--- src/rtl/hazard_ctrl.sv ---
// hazard_ctrl: pipeline sequencer for the 5-stage RV32I core (IF/ID/EX/MEM/WB).
// Consumes register-use info from decode and pipeline stages and produces:
//   fwd_a/fwd_b      EX operand source select (00 RF, 01 EX/MEM, 10 MEM/WB)
//   *_stall          hold PC / IF-ID / ID-EX / EX-MEM registers
//   *_flush          insert bubble into IF-ID / ID-EX / MEM-WB
//   stall_cycles     saturating count of cycles with any stall
//   flush_events     saturating count of redirects acted on
//   proto_err        sticky data-bus protocol error (timeout or dropped mem_req)
// Inputs: clk, rst_n (async active-low), ID/EX source regs and read enables,
// EX/MEM/WB destination regs and write enables, ex_is_load, ex_redirect,
// mem_req/mem_ready handshake of the data bus.
module hazard_ctrl #(
  parameter int unsigned CNT_W        = 32,
  parameter int unsigned WAIT_TIMEOUT = 64
) (
  input  logic             clk,
  input  logic             rst_n,
  input  logic [4:0]       id_rs1,
  input  logic [4:0]       id_rs2,
  input  logic [1:0]       id_rf_re,
  input  logic [4:0]       ex_rs1,
  input  logic [4:0]       ex_rs2,
  input  logic [4:0]       ex_rd,
  input  logic             ex_rf_we,
  input  logic             ex_is_load,
  input  logic [4:0]       mem_rd,
  input  logic             mem_rf_we,
  input  logic [4:0]       wb_rd,
  input  logic             wb_rf_we,
  input  logic             ex_redirect,
  input  logic             mem_req,
  input  logic             mem_ready,
  output logic [1:0]       fwd_a,
  output logic [1:0]       fwd_b,
  output logic             pc_stall,
  output logic             ifid_stall,
  output logic             idex_stall,
  output logic             exmem_stall,
  output logic             ifid_flush,
  output logic             idex_flush,
  output logic             memwb_flush,
  output logic [CNT_W-1:0] stall_cycles,
  output logic [CNT_W-1:0] flush_events,
  output logic             proto_err
);

  localparam int unsigned WC_W = $clog2(WAIT_TIMEOUT + 1);

  typedef enum logic {RUN, MEM_WAIT} state_e;

  state_e            state_q, state_d;
  logic [WC_W-1:0]   wait_cnt_q, wait_cnt_d;
  logic              proto_err_q, proto_err_d;
  logic [CNT_W-1:0]  stall_cnt_q, stall_cnt_d;
  logic [CNT_W-1:0]  flush_cnt_q, flush_cnt_d;

  logic freeze;
  logic load_use;
  logic redirect_act;
  logic any_stall;

  function automatic logic [1:0] fwd_sel(input logic [4:0] src);
    if (mem_rf_we && (mem_rd != 5'd0) && (mem_rd == src))
      return 2'b01;
    else if (wb_rf_we && (wb_rd != 5'd0) && (wb_rd == src))
      return 2'b10;
    else
      return 2'b00;
  endfunction

  assign freeze   = mem_req && !mem_ready;
  assign load_use = ex_is_load && ex_rf_we && (ex_rd != 5'd0) &&
                    ((id_rf_re[0] && (id_rs1 == ex_rd)) ||
                     (id_rf_re[1] && (id_rs2 == ex_rd)));

  // Stall/flush strobes are combinational so that hazards act in the same cycle.
  // While rst_n is low the pipeline is held in a bubble-filling, stall-free state.
  always_comb begin
    fwd_a        = 2'b00;
    fwd_b        = 2'b00;
    pc_stall     = 1'b0;
    ifid_stall   = 1'b0;
    idex_stall   = 1'b0;
    exmem_stall  = 1'b0;
    ifid_flush   = 1'b0;
    idex_flush   = 1'b0;
    memwb_flush  = 1'b0;
    redirect_act = 1'b0;
    if (!rst_n) begin
      ifid_flush  = 1'b1;
      idex_flush  = 1'b1;
      memwb_flush = 1'b1;
    end else begin
      fwd_a = fwd_sel(ex_rs1);
      fwd_b = fwd_sel(ex_rs2);
      if (freeze) begin
        // EX is held, so a pending redirect stays asserted and is acted on later.
        pc_stall    = 1'b1;
        ifid_stall  = 1'b1;
        idex_stall  = 1'b1;
        exmem_stall = 1'b1;
        memwb_flush = 1'b1;
      end else if (ex_redirect) begin
        ifid_flush   = 1'b1;
        idex_flush   = 1'b1;
        redirect_act = 1'b1;
      end else if (load_use) begin
        pc_stall   = 1'b1;
        ifid_stall = 1'b1;
        idex_flush = 1'b1;
      end
    end
  end

  assign any_stall = pc_stall || ifid_stall || idex_stall || exmem_stall;

  always_comb begin
    state_d     = state_q;
    wait_cnt_d  = wait_cnt_q;
    proto_err_d = proto_err_q;
    stall_cnt_d = stall_cnt_q;
    flush_cnt_d = flush_cnt_q;

    if (any_stall && (stall_cnt_q != '1))
      stall_cnt_d = stall_cnt_q + 1'b1;
    if (redirect_act && (flush_cnt_q != '1))
      flush_cnt_d = flush_cnt_q + 1'b1;

    // wait_cnt holds the number of consecutive freeze cycles completed, so the
    // timeout fires on the edge that completes the WAIT_TIMEOUT-th freeze cycle.
    unique case (state_q)
      RUN: begin
        if (freeze) begin
          state_d    = MEM_WAIT;
          wait_cnt_d = WC_W'(1);
        end
      end
      MEM_WAIT: begin
        if (!mem_req) begin
          state_d     = RUN;
          proto_err_d = 1'b1;
        end else if (mem_ready) begin
          state_d = RUN;
        end else if (wait_cnt_q != '1) begin
          wait_cnt_d = wait_cnt_q + 1'b1;
        end
      end
      default: state_d = RUN;
    endcase

    if ((state_d == MEM_WAIT) && (wait_cnt_d == WC_W'(WAIT_TIMEOUT)))
      proto_err_d = 1'b1;
  end

  always_ff @(posedge clk or negedge rst_n) begin
    if (!rst_n) begin
      state_q     <= RUN;
      wait_cnt_q  <= '0;
      proto_err_q <= 1'b0;
      stall_cnt_q <= '0;
      flush_cnt_q <= '0;
    end else begin
      state_q     <= state_d;
      wait_cnt_q  <= wait_cnt_d;
      proto_err_q <= proto_err_d;
      stall_cnt_q <= stall_cnt_d;
      flush_cnt_q <= flush_cnt_d;
    end
  end

  assign stall_cycles = stall_cnt_q;
  assign flush_events = flush_cnt_q;
  assign proto_err    = proto_err_q;

endmodule

--- config.mk ---
export PLATFORM = sky130hd
export DESIGN_NAME = hazard_ctrl
export DESIGN_NICKNAME = d
export VERILOG_FILES = /design/src/rtl/hazard_ctrl.sv
export SDC_FILE = /design/constraint.sdc
export NUM_CORES = 1
export LEC_CHECK = 0
export CORE_MARGIN = 4
export CORE_UTILIZATION = 43
export DETAILED_ROUTE_END_ITERATION = 10
export HOLD_SLACK_MARGIN = 0.12
export PLACE_DENSITY = 0.77
export SLEW_MARGIN = 20
export SYNTH_ARGS = -nofsm -noshare
export SYNTH_HDL_FRONTEND = slang
export SYNTH_SLANG_ARGS = --single-unit
--- constraint.sdc ---
create_clock -name clk -period 2.2 [get_ports clk]
set_input_delay 0.33 -clock clk [delete_from_list [all_inputs] [get_ports clk]]
set_output_delay 0.33 -clock clk [all_outputs]
set_load 0.1 [all_outputs]
# ---- Word level (Yosys, flattened, before mapping)
# Index checks and enable logic that the tools add are counted.
dict set report op_classes {
  n_reduce_logical 24
  eq_ne 11
  addsub 3
  mux 31
  bitwise 1
}
# operator count
set ops {}
lappend ops {{32-bit by 1-bit adder with 32-bit output, second input constant} 2}
lappend ops {{32-bit inequality test, second input constant} 2}
lappend ops {{5-bit == test} 6}
lappend ops {{7-bit two-way mux} 4}
lappend ops {{1-bit two-way mux} 19}
lappend ops {{1-bit logical AND} 15}
lappend ops {{5-bit nonzero test} 3}
lappend ops {{7-bit case mux with 2 select lines} 1}
lappend ops {{2-bit two-way mux} 6}
lappend ops {{7-bit by 1-bit adder with 7-bit output, second input constant} 1}
lappend ops {{7-bit == test, second input constant} 1}
lappend ops {{7-bit inequality test, second input constant} 1}
lappend ops {{1-bit logical OR} 3}
lappend ops {{2-bit by 1-bit inequality test with 1-bit output, second input constant} 1}
lappend ops {{1-bit case mux with 2 select lines} 1}
lappend ops {{2-bit AND reduction} 1}
lappend ops {{2-bit nonzero test} 1}
lappend ops {{1-bit zero test} 1}
lappend ops {{1-bit inverter} 1}
dict set report totals {
  wordCells 75
  register_bits 73
  out_inout_bits 76
}

# ---- Logic depth before layout (Yosys ltp)
# Gate-level depths: netlist of the first run.
dict set report logic_depth {
  word_depth 11
  mapped_depth 8
}

# ---- Least setup slack after synthesis of the first run
# Ideal clock, no wire load.
dict set report synth_path {
  path_kind {in2out}
  start {in mem_ready}
  end {out pc_stall}
  path_buffers 1
  setup_slack_ns -3.875
  cell_stages 7
  t_required_ns 1.870
  arrival_time_ns 5.745
  path_cell_list {nand2b_1 > inv_1 > o21ai_0 > nor2_1 > a21oi_1 > inv_1 > buf_4}
}
dict set report synth_between {
  elab_chain_cells 4
}
# element line_no
set synth_lines {}
lappend synth_lines {{start: declaration} 32} ;# input logic mem_ready,
lappend synth_lines {{1-bit zero test} 71} ;# assign freeze = mem_req && !mem_ready;
lappend synth_lines {{1-bit logical AND} 71}
lappend synth_lines {{1-bit two-way mux (2 in series)} -}
lappend synth_lines {{end: declaration} 35} ;# output logic pc_stall,
# Every way passes these cells.

# ---- Worst setup path in the final report of the first run
dict set report layout_path {
  start {in mem_rd[4]}
  end {out fwd_b[1]}
}
dict set report layout_between {
  elab_chain_cells 5
  word_cells_on_any_way 6
}
# element line_no
set layout_lines {}
lappend layout_lines {{start: declaration} 26} ;# input logic [4:0] mem_rd,
lappend layout_lines {{5-bit nonzero test} 63} ;# if (mem_rf_we && (mem_rd != 5'd0) && (mem_rd == src))
lappend layout_lines {{1-bit logical AND} 63}
lappend layout_lines {{1-bit logical AND *} 63}
lappend layout_lines {{2-bit two-way mux *} 63}
lappend layout_lines {{2-bit two-way mux *} 89} ;# if (!rst_n) begin
lappend layout_lines {{end: declaration} 34} ;# output logic [1:0] fwd_b,
# Mark *: on every way between the ends. The rest lies on a longest branch, timed or not.

==> reports/results.ini, run 1 <==
[synth]
yosys_register_bits = 73
synth_xor_area_share_pct = 19.74
synth_fa_ha_area_share_pct = 0.9297
syn_nets = 457
synth_top_family_by_area = simple AND/OR/NAND/NOR gates
synth.mux.area_fraction_pct = 1.333
synth_area_per_cell_um2 = 9.896
synth_area_um2 = 4038
ys_types = 43
synth_compound_gate_area_share_pct = 4.772
synth-warning-count = 0
post_synth_and_or_nand_nor_area_fraction_pct = 25.88
yosysSeqAreaShare_pct = 45.24
netlist_instances = 408

[run]
maxCapViolations = 0

[timing]
slew_headroom_pct = 65.84
max_freq_mhz = 450.4
hold_slack_ns = 0.1430
slew_violations = 0
worst_slack_ns = -0.02021
worst_pin_slew_ns = 0.5124
hold_viol = 0
final.period_utilization_pct = 100.9
fin_crit_ns = 2.220
rsz0062_at_grt = true
skew_ns = 0.01841
setup_violations = 1

[critical_path]
timing.rr.start = stall_cycles[1]$_DFFE_PN0P_
r2r_cells = 8
worstSetupStartpointType = primary input
cp-end-kind = primary output
path_max_fanout = 2
cp.required_ns = 1.87
worstSetupPathType = primary input to primary output
ff2ff_setup_slack_ns = 0.08
r2r_end = stall_cycles[27]$_DFFE_PN0P_
arrival_ns = 1.89

[cts]
htreeDepth = 3
clk-insertion-delay-late_ns = 0.36
cts-root-buf = clkbuf_8
cts.sinks = 73
ctsLongestPathBuffers = 2
clk_pin_slew_worst_paths_ns = 0.08
cts-buffers-inserted = 9
cts_tree = built

[global_route]
antenna_found_initial = 0
grt_pass1_vias = 3968
grt_start_max_net_pins = 29
grt_first_pass_wirelength_mm = 19.44
gr-total-overflow = 0
grtUsageTotal_pct = 21.93

[final_layout]
fill_cells = 675
area_delta_synth_final_pct = 63.37
layout-drive-gt1-share_pct = 46.93
num_antenna_cells = 0
multi_input_area_um2 = 2475
fin_nets = 647
stdcell_area_um2 = 6596
final_cells = 714
seqCellArea_um2 = 1966
fin_util_pct = 71.73

[power_and_ir_drop]
p_leak_nw = 3.026
pwr-share-comb_pct = 33.9
p_sw_share_pct = 38.65
power_density_nw_per_um2 = 669.5
p_sw_mw = 1.707
ir_worst_vdd_mv = 1.040
p_int_mw = 2.709
clock_power_share_pct = 29.3
power.share.sequential_pct = 36.8

[routing]
drt_iter0_drc = 136
vias = 3809
viasPerCell = 5.335
drt_wl_total_mm = 11.67
wl_per_cell_um = 16.34
first_pass_iters = 4
final_antenna_net_count = 0
drc = 0

[placement]
place.gp.congestion = 0.8092
numPortBuffers = 121
hpwlAfterDp_mm = 8.520
place_inst = 681
placed_cell_area_um2 = 6106
dp_slack_ns = -0.3001

[outcome]
status = finished, violations left
violations = setup timing

[floorplan]
rows = 35
core-area_um2 = 9196
io_pins = 122
initial_core_util_pct = 43.90
dieHeight_um = 104.9
die_area_um2 = 11000
die_w_um = 104.9

[worst_hold_path]
hold_path.class = primary input to async pin

stage by stage:
stage                     TNS (ns)  power, mW
after floorplan             -4.990      2.621
after global placement      -5.816      3.073
after detailed placement    -7.540      3.096
after CTS                        0      4.406
after global routing       -0.1904      4.590
final                     -0.02021      4.416
power by group through the flow:
stage	Clock [mW]	Sequential, mW	Combinational [mW]
6_report	1.29	1.62	1.50
5_1_grt	1.37	1.65	1.57
4_1_cts	1.31	1.62	1.47
3_5_place_dp	0	1.65	1.45
3_3_place_gp	0	1.64	1.43
2_1_floorplan	0	2.29	0.332
cells by family (layout without fill, tap and decap cells):
kind of cell / after synthesis / after routing
and+or+nand+nor: 190 / 190
xor gates and xnor gates: 91 / 91
DFF: 73 / 73
AOI/OAI and AO/OA: 27 / 27
buffers and inverters: 19 / 214
muxes: 5 / 5
adders and majority gates: 3 / 3
synth_stat cells, drive strengths merged:
library cell / instances / share of area [%]
a21boi: 1 / 0.19
a21oi: 6 / 0.74
a22o: 1 / 0.22
a31o: 1 / 0.22
a31oi: 1 / 0.16
a41oi: 1 / 0.22
and2: 4 / 0.62
and3: 19 / 2.9
and4: 7 / 1.6
buf: 7 / 0.99
clkbuf: 4 / 0.37
dfrtp: 73 / 45
ha: 3 / 0.93
inv: 8 / 0.74
mux2: 3 / 0.84
mux2i: 2 / 0.50
nand2: 38 / 3.5
nand2b: 3 / 0.46
nand3: 23 / 2.9
nand3b: 2 / 0.37
nand4: 24 / 4.1
nor2: 27 / 2.6
nor3: 14 / 1.7
nor3b: 5 / 0.93
nor4: 12 / 1.9
nor4b: 1 / 0.22
o211ai: 2 / 0.37
o21a: 2 / 0.37
o21ai: 7 / 0.87
o21bai: 1 / 0.19
o22a: 1 / 0.22
o22ai: 1 / 0.16
o31ai: 1 / 0.19
o41ai: 1 / 0.68
or3: 1 / 0.16
or4: 10 / 2.0
xnor2: 37 / 8.0
xor2: 54 / 12
metal layers:
metal	routed length (µm)	track usage, %
met4	257	8.060
met3	475	3.953
met1	4816	26.33
met2	6121	39.09
met5	0	0
worst max-delay path: stages:
cell and delay (ns):
buf_8 0.09, or4_4 0.54, o21ai_4 0.17, buf_6 0.12
nor4_4 0.04, buf_4 0.15, nor4_4 0.22, buf_12 0.22
how the worst max path moves through the flow:
stage	startpoint	to	slack, ns	cells past startpoint
3_5_place_dp	mem_rd[3]	fwd_a[0]	-0.30	6
2_1_floorplan	mem_ready	pc_stall	-0.65	7
4_1_cts	ex_rs2[0]	fwd_b[0]	0.003	6
3_3_place_gp	ex_rd[2]	stall_cycles[1]$_DFFE_PN0P_	-0.24	9
6_report	mem_rd[4]	fwd_b[1]	-0.02	8
5_1_grt	mem_rd[4]	fwd_b[1]	-0.06	8
state kept, by name, indices dropped and copies added, names as in the netlist:
| name | cells |
|---|---|
| wait_cnt_q | 7 |
| flush_events | 32 |
| stall_cycles | 32 |
| proto_err | 1 |
| state_q | 1 |
cells in the final DEF (no fill, tap or decap), drive strengths merged, types with 9 or more instances in the layout:
cell type        n
nor4            12
or4             10
dfrtp           73
clkbuf          13
and3            19
clkdlybuf4s50   19
nor3            14
buf            149
nor2            27
dlygate4sd2      9
nand4           24
nand2           38
nand3           23
xor2            54
xnor2           37
repair_timing:
item	4_1_cts	5_1_grt
buffers inserted	8	7
pin swaps	16	17
endpoints found under the hold margin	25	0
gates resized for setup	48	30
hold buffers	2	0
endpoints found under the setup margin	12	31
area by class of cell:
type                            count  share of cell area, %
Sequential cell                    73                  29.80
Clock buffer                       10                  1.935
Clock inverter                      6                  1.764
Timing Repair Buffer              190                  26.33
Tap cell                          111                  2.105
Inverter                            8                 0.5501
Multi-Input combinational cell    316                  37.52
(Power assumes the default switching activity.)
==> run 2, diff against run 1 <==
CTS_CLUSTER_SIZE = 8   (was default)
==> results of run 2 <==
The final DEF is identical to that of run 1; final timing and power are the same.
==> run 3, diff against run 2 <==
SKIP_CTS_REPAIR_TIMING = 1   (was default)
==> reports/results.ini, run 3 (same netlist as run 1, synthesis figures left out) <==
[critical_path]
cp-end-kind = primary output
path_max_fanout = 2  ; unchanged
worstSetupStartpointType = primary input
ff2ff_setup_slack_ns = 0.03  ; -0.05 ns
arrival_ns = 1.91  ; +0.02 ns
worstSetupPathType = primary input to primary output
cp.required_ns = 1.87  ; about the same

[timing]
rsz0062_at_grt = true
skew_ns = 0.01445  ; -0.003959 ns
worst_pin_slew_ns = 0.4298  ; -0.08257 ns
hold_slack_ns = 0.1358  ; -0.007126 ns
slew_headroom_pct = 71.15  ; +5.3 points
slew_violations = 0  ; unchanged
final.period_utilization_pct = 101.7  ; +0.83 points
hold_viol = 0  ; unchanged
max_freq_mhz = 446.7  ; -0.81%
fin_crit_ns = 2.238  ; +0.01818 ns
setup_violations = 3  ; +2
worst_slack_ns = -0.03840  ; -0.01818 ns

[placement]
place_inst = 681  ; unchanged
place.gp.congestion = 0.8092  ; unchanged
numPortBuffers = 121  ; unchanged
hpwlAfterDp_mm = 8.520  ; unchanged

[cts]
cts_tree = built
cts-root-buf = clkbuf_8
ctsLongestPathBuffers = 2  ; unchanged
cts.sinks = 73  ; unchanged
htreeDepth = 3  ; unchanged
clk-insertion-delay-late_ns = 0.36  ; about the same
clk_pin_slew_worst_paths_ns = 0.08  ; about the same
cts-buffers-inserted = 9  ; unchanged

[routing]
vias = 3736  ; -1.9%
viasPerCell = 5.277  ; -1.1%
first_pass_iters = 4  ; unchanged
wl_per_cell_um = 16.84  ; +3.0%
drc = 0  ; unchanged
final_antenna_net_count = 0  ; unchanged
drt_wl_total_mm = 11.92  ; +2.2%
drt_iter0_drc = 138  ; +1.5%

[final_layout]
layout-drive-gt1-share_pct = 46.23  ; -0.70 points
fin_nets = 641  ; -0.93%
area_delta_synth_final_pct = 64.33
fin_util_pct = 72.15  ; +0.42 points
num_antenna_cells = 0  ; unchanged
multi_input_area_um2 = 2496  ; +0.86%
final_cells = 708  ; -0.84%
final_cell_mix = buf_4, xor2_1, nand2_1, xnor2_1, dfrtp_2
final_common_cell = buf_4
fill_cells = 665  ; -1.5%
seqCellArea_um2 = 1966  ; unchanged

[floorplan]
initial_core_util_pct = 43.90  ; unchanged
io_pins = 122  ; unchanged
rows = 35  ; unchanged
dieHeight_um = 104.9  ; unchanged
die_w_um = 104.9  ; unchanged
die_area_um2 = 11000  ; unchanged
core-area_um2 = 9196  ; unchanged

[global_route]
grt_use_met1_pct = 25.62  ; -0.71 points
grt_first_pass_wirelength_mm = 18.71  ; -3.8%
gr-total-overflow = 0  ; unchanged
antenna_found_initial = 0  ; unchanged
grt_use_met2_pct = 37.21  ; -1.9 points
top_usage_layer = met2
grtUsageMet3_pct = 3.768  ; -0.19 points
grtUsageTotal_pct = 21.00  ; -0.93 points
grt_pass1_vias = 3801  ; -4.2%
grt_start_max_net_pins = 29  ; unchanged

[outcome]
status = finished, violations left
violations = setup timing

[power_and_ir_drop]
p_leak_nw = 3.098  ; +2.4%
power_density_nw_per_um2 = 667.3  ; -0.32%
p_total_mw = 4.428  ; +0.27%
ir_worst_vdd_mv = 1.040  ; about the same

[run]
maxCapViolations = 0  ; unchanged

[worst_hold_path]
hold_path.class = primary input to async pin

run 3: changes by cell type in the layout (fill, tap and decap cells not counted), moves of 2 or more:
cell and change:
dlymetal6s2s_1 +13, dlygate4sd2_1 -9, buf_4 -7, clkdlybuf4s15_1 -4, clkdlybuf4s50_1 +4, buf_2 -2
run 3: cell type report:
cell class | instances | share of cell area, %
Inverter | 8 | 0.5091
Multi-Input combinational cell | 316 | 37.62
Tap cell | 111 | 2.093
Sequential cell | 73 | 29.62
Timing Repair Buffer | 184 | 26.48
Clock inverter | 6 | 1.754
Clock buffer | 10 | 1.923
run 3: power breakdown:
group / switching (mW) / internal (mW) / total (mW)
Sequential: 0.135 / 1.49 / 1.62
Combinational: 1.04 / 0.467 / 1.51
Clock: 0.537 / 0.759 / 1.30
run 3: worst paths after layout:
check / from / end / cells after the start
min: rst_n / flush_events[6]$_DFFE_PN0P_ / 3
min reg2reg: stall_cycles[19]$_DFFE_PN0P_ / stall_cycles[19]$_DFFE_PN0P_ / 1
max reg2reg: stall_cycles[29]$_DFFE_PN0P_ / stall_cycles[13]$_DFFE_PN0P_ / 6
max: ex_rs1[0] / fwd_a[0] / 6
max in group asynchronous: rst_n / flush_events[20]$_DFFE_PN0P_ / 4
min in group clk: stall_cycles[19]$_DFFE_PN0P_ / stall_cycles[19]$_DFFE_PN0P_ / 1
run 3: critical path, cell delays in order:
cell and delay, ns:
clkdlybuf4s50_1 0.51, xnor2_1 0.14, nand3_1 0.14, nor4_4 0.39, and2_4 0.22, buf_12 0.17
run 3: through the flow:
| step | cell area [µm²] | setup TNS (ns) | setup slack [ns] |
|---|---|---|---|
| after floorplan | 4448 | -4.990 | -0.6515 |
| after global placement | 6106 | -5.816 | -0.2397 |
| after detailed placement | 6106 | -7.540 | -0.3001 |
| after CTS | 6350 | -1.744 | -0.3085 |
| after global routing | 6635 | -0.3986 | -0.07186 |
| final | 6635 | -0.07872 | -0.03840 |
run 3: routing by layer:
layer	vias to the layer above	part of all wire, %
met5	-	0
met4	0	1.2
met3	10	4.5
met2	88	54
met1	1826	41
li1	1812	-
